--- config.mk ---
export PLATFORM = sky130hd
export DESIGN_NAME = rfifo_example_rfifo
export DESIGN_NICKNAME = d
export VERILOG_FILES = /design/src/rtl/rfifo_example_rfifo.sv
export SDC_FILE = /design/constraint.sdc
export NUM_CORES = 1
export LEC_CHECK = 0
export CAP_MARGIN = 0
export CORE_MARGIN = 2
export CORE_UTILIZATION = 35
export CTS_CLUSTER_DIAMETER = 100
export DETAILED_ROUTE_END_ITERATION = 8
export MAX_ROUTING_LAYER = met4
export SLEW_MARGIN = 20
export SYNTH_ARGS = -nofsm -noshare
export SYNTH_HDL_FRONTEND = slang
export SYNTH_SLANG_ARGS = --single-unit
--- constraint.sdc ---
create_clock -name RegClk -period 5.3 [get_ports RegClk]
set_input_delay 1.06 -clock RegClk [delete_from_list [all_inputs] [get_ports RegClk]]
set_output_delay 1.06 -clock RegClk [all_outputs]
set_load 0.02 [all_outputs]
--- src/rtl/rfifo_example_rfifo.sv ---
// First-word-fall-through read FIFO feeding a register read_data field; head word is combinational, pop/push take effect at the edge.
// Pushes while full are dropped (sticky overflow) unless a pop is in the same cycle; pops while empty are ignored (sticky underflow).
module rfifo_example_rfifo #(
    parameter int                    DATA_WIDTH  = 8,
    parameter int                    DEPTH       = 8,
    parameter logic [DATA_WIDTH-1:0] EMPTY_VALUE = '0,
    localparam int                   AW          = $clog2(DEPTH)
) (
    input  logic                  RegClk,
    input  logic                  RegReset_n,
    input  logic                  flush,
    input  logic [DATA_WIDTH-1:0] wdata,
    input  logic                  winc,
    output logic                  wfull,
    output logic [DATA_WIDTH-1:0] read_data,
    input  logic                  rinc,
    output logic                  rempty,
    output logic [AW:0]           count,
    output logic                  overflow,
    output logic                  underflow
);

    logic [AW:0]           wptr;
    logic [AW:0]           rptr;
    logic [DATA_WIDTH-1:0] mem [DEPTH];
    logic                  push_ok;
    logic                  pop_ok;

    assign rempty    = (wptr == rptr);
    assign wfull     = (wptr[AW] != rptr[AW]) && (wptr[AW-1:0] == rptr[AW-1:0]);
    assign count     = wptr - rptr;
    assign read_data = rempty ? EMPTY_VALUE : mem[rptr[AW-1:0]];

    // A pop in the same cycle frees the slot, so a full FIFO still accepts the push.
    assign push_ok = winc && (!wfull || rinc);
    assign pop_ok  = rinc && !rempty;

    always_ff @(posedge RegClk or negedge RegReset_n) begin
        if (!RegReset_n) begin
            wptr      <= '0;
            rptr      <= '0;
            overflow  <= 1'b0;
            underflow <= 1'b0;
        end else if (flush) begin
            wptr      <= '0;
            rptr      <= '0;
            overflow  <= 1'b0;
            underflow <= 1'b0;
        end else begin
            if (push_ok)
                wptr <= wptr + 1'b1;
            if (pop_ok)
                rptr <= rptr + 1'b1;
            if (winc && wfull && !rinc)
                overflow <= 1'b1;
            if (rinc && rempty)
                underflow <= 1'b1;
        end
    end

    // Storage is deliberately left out of reset.
    always_ff @(posedge RegClk) begin
        if (push_ok && !flush)
            mem[wptr[AW-1:0]] <= wdata;
    end

endmodule

==> run_results.csv <==
group,metric,value,unit
outcome,status,"finished clean",
synthesis,postSynthAreaPerCell,18.0,sq um
clock_tree,postCtsSetupBuffers,0,
clock_tree,cts.sink_count,74,
sta,relSlewSlack,0.341,
min_path,min_delay_path_depth,2,
sta,period_needed,4330,ps
placement,dp_hpwl,3.61,mm
clock_tree,tritoncts,"built",
setup_path,crit_path_start_kind,"flop",
sta,period_share,0.817,
synthesis,ys_async_sr_fraction,0.135,
clock_tree,ctsResizeCount,0,
sta,drv_slew,0,
pwr,leakagePower,1.23,nW
floorplan,rows,34,
synthesis,yosysSeqAreaShare,0.706,
synthesis,syn_area,3080,sq um
routing,routed_wl,5.84,mm
setup_path,cpMostUsedCell,"nor2_1",
clock_tree,htree_levels,3,
layout,antennaDiodeCount,0,
clock_tree,clk_latency,340,ps
setup_path,r2r_slack,2410,ps
sta,hold_violations,0,
clock_tree,numCtsBuffers,9,
pwr,ir_drop,0.125,mV
layout,final-seq-area,2170,sq um
layout,multi_input_area,855,sq um
setup_path,crit_chain,"buf_4 > inv_1 > ha_1 > nand3_1 > nor2_1 > nor2_1 > a22o_1 > clkdlybuf4s50_1",
placement,place_area,3480,sq um
setup_path,path_buf_inv,3,
sta,worst_pin_slew,985,ps
layout,fin_area,3670,sq um
setup_path,cp.required,4240,ps
sta,setup_slack,971,ps
setup_path,worst-setup-path-type,"flop to output port",
layout,fin_nets,226,
floorplan,placeableCoreArea,8640,sq um
setup_path,r2r-end,"mem[3][6]",
global_route,gr-total-overflow,0,
layout,nFillCells,774,
setup_path,crit_slowest_cell,"nor2_1",
floorplan,die_x,97.8,um
clock_tree,path_clk_slew,70,ps
routing,drcViolationCount,0,
synthesis,synth_nets,190,
setup_path,cp_max_fo,21,
sta,fin_worst_skew,8.68,ps
routing,dr.pass1.iters,4,
sta,rsz0062_at_grt,"false",
layout,area_delta_synth_final,19.1,%
routing,viasPerCell,5.08,
floorplan,start_util,0.356,
floorplan,boundaryPins,29,
synthesis,netlist_instances,171,
placement,place_ws,1340,ps
routing,drt-initial-drc-count,106,
placement,gp_congestion,0.838,
min_path,hp-class,"flop to flop",
synthesis,ys_types,28,
placement,port_buffers,28,
setup_path,reg2reg_depth,7,
clock_tree,cts_max_path_buffers,2,
min_path,holdCritStartpoint,"overflow",
synthesis,ys_seq_elements,74,
global_route,antenna_found_initial,0,
routing,ant_nets,0,
synthesis,synth_top_flop_cell,"edfxtp_1",
clock_tree,cts_root_buf,"clkbuf_8",
flow_run,max_cap_viol_count,0,
min_path,hold_end,"overflow",
floorplan,die_h,97.8,um
routing,vias,1619,
sta,fmax,231,MHz
global_route,gr-usage-all-layers,0.136,
setup_path,cpLargestDelayFamily,"simple AND/OR/NAND/NOR gates",
synthesis,synth-edff-count,64,
setup_path,reg2reg_from,"rptr[1]",
setup_path,endpoint_kind,"output port",
pwr,p_per_area,381,nW/um^2
sta,setup_viol,0,
synthesis,yosysWarnings,0,
floorplan,die-area,9560,sq um
layout,drive_gt1_frac,0.175,
sta,fin_setup_tns,0,ps
routing,post_drt_wl_per_cell,18.3,um
global_route,grt_pass1_wl,9.14,mm
global_route,grt_max_degree,22,
global_route,first_global_vias,1641,
clock_tree,cts_hold_buf,0,
setup_path,cp_slowest_stage_delay,660,ps
setup_path,critPathArrivalTime,3270,ps
[layout by cell type, fill, tap and decap left out, types with 2 or more instances in the layout]
cell,Yosys,layout
nand2_1,5,5
inv_1,7,7
a21oi_1,5,5
a22o_1,8,8
edfxtp_1,64,64
clkdlybuf4s50_1,0,28
clkinv_2,0,2
o31ai_1,2,2
ha_1,5,5
dfrtp_1,10,10
xnor2_1,3,3
nor2_1,18,18
nor3_2,2,3
mux4_2,16,16
buf_4,1,2
xor2_1,4,4
and4_1,2,2
o21ai_0,4,4
mux2i_1,2,2
or3_1,2,2
clkbuf_8,0,9
[layout make-up]
class,instances,share of cell area
clock buffers,10,0.0348
inverters,7,0.00716
clock inverters,5,0.0154
repair buffers,30,0.0805
multi-input cells,85,0.233
well taps,108,0.0368
flip-flops and latches,74,0.592
[state kept, by name, indices dropped and copies added, names as in the netlist]
signal and flops:
mem 64, rptr 4, wptr 4, overflow 1, underflow 1
[power by group]
part           switching [mW]  internal (mW)
clock network           0.200          0.214
registers             0.00793          0.646
logic                   0.171          0.159
[metrics by stage]
step	hold slack [ps]	util	cells	total power, mW
2_1_floorplan	553	-	171	0.874
6_report	504	0.425	319	1.40
3_3_place_gp	482	0.403	304	1.00
5_1_grt	561	0.425	319	1.46
3_5_place_dp	496	0.403	304	1.00
4_1_cts	512	0.425	319	1.41
[worst reg2reg max path: stages, from the launching register on]
cell	delay, ps
dfrtp_1	320
buf_4	280
inv_1	90
ha_1	300
nand3_1	220
nor3_2	110
or4b_4	530
nor2_1	670
[cell usage after synthesis, drive strengths merged, types with 3 or more instances]
cell	n	share of area
buf	3	0.0057
mux4	16	0.12
nand2	5	0.0061
ha	5	0.020
edfxtp	64	0.62
inv	7	0.0085
xnor2	4	0.014
nor2	18	0.022
a22o	8	0.023
o21ai	4	0.0065
xor2	4	0.011
dfrtp	10	0.081
a21oi	5	0.0081
nor3	3	0.0081
[layer usage]
layer | vias up | GRT usage | routed length [um] | part of all wire
met5 | - | - | 0 | 0
met4 | 0 | 0.0673 | 134 | 0.023
met3 | 11 | 0.0279 | 216 | 0.037
met2 | 35 | 0.199 | 2780 | 0.48
met1 | 825 | 0.181 | 2710 | 0.46
li1 | 748 | - | - | -
[cell families after synthesis]
group / count (synthesis) / synth area share
multiplexers: 18 / 0.124
AND/OR/NAND/NOR: 33 / 0.0557
AO/OA/AOI/OAI: 20 / 0.0447
buffers and inverters: 12 / 0.0183
XOR/XNOR: 8 / 0.0252
flip-flops: 74 / 0.706
adder cells (fa/ha/maj): 6 / 0.0268
[worst max path at each step]
stage,startpoint,cells after the start,end
after floorplan,rptr[1],8,read_data[6]
after global placement,rptr[1],8,read_data[6]
after detailed placement,rptr[1],8,read_data[6]
after CTS,rptr[1],8,read_data[6]
after global routing,rptr[1],8,read_data[6]
final,rptr[1],8,read_data[6]
Power figures use the tool's default switching activity.
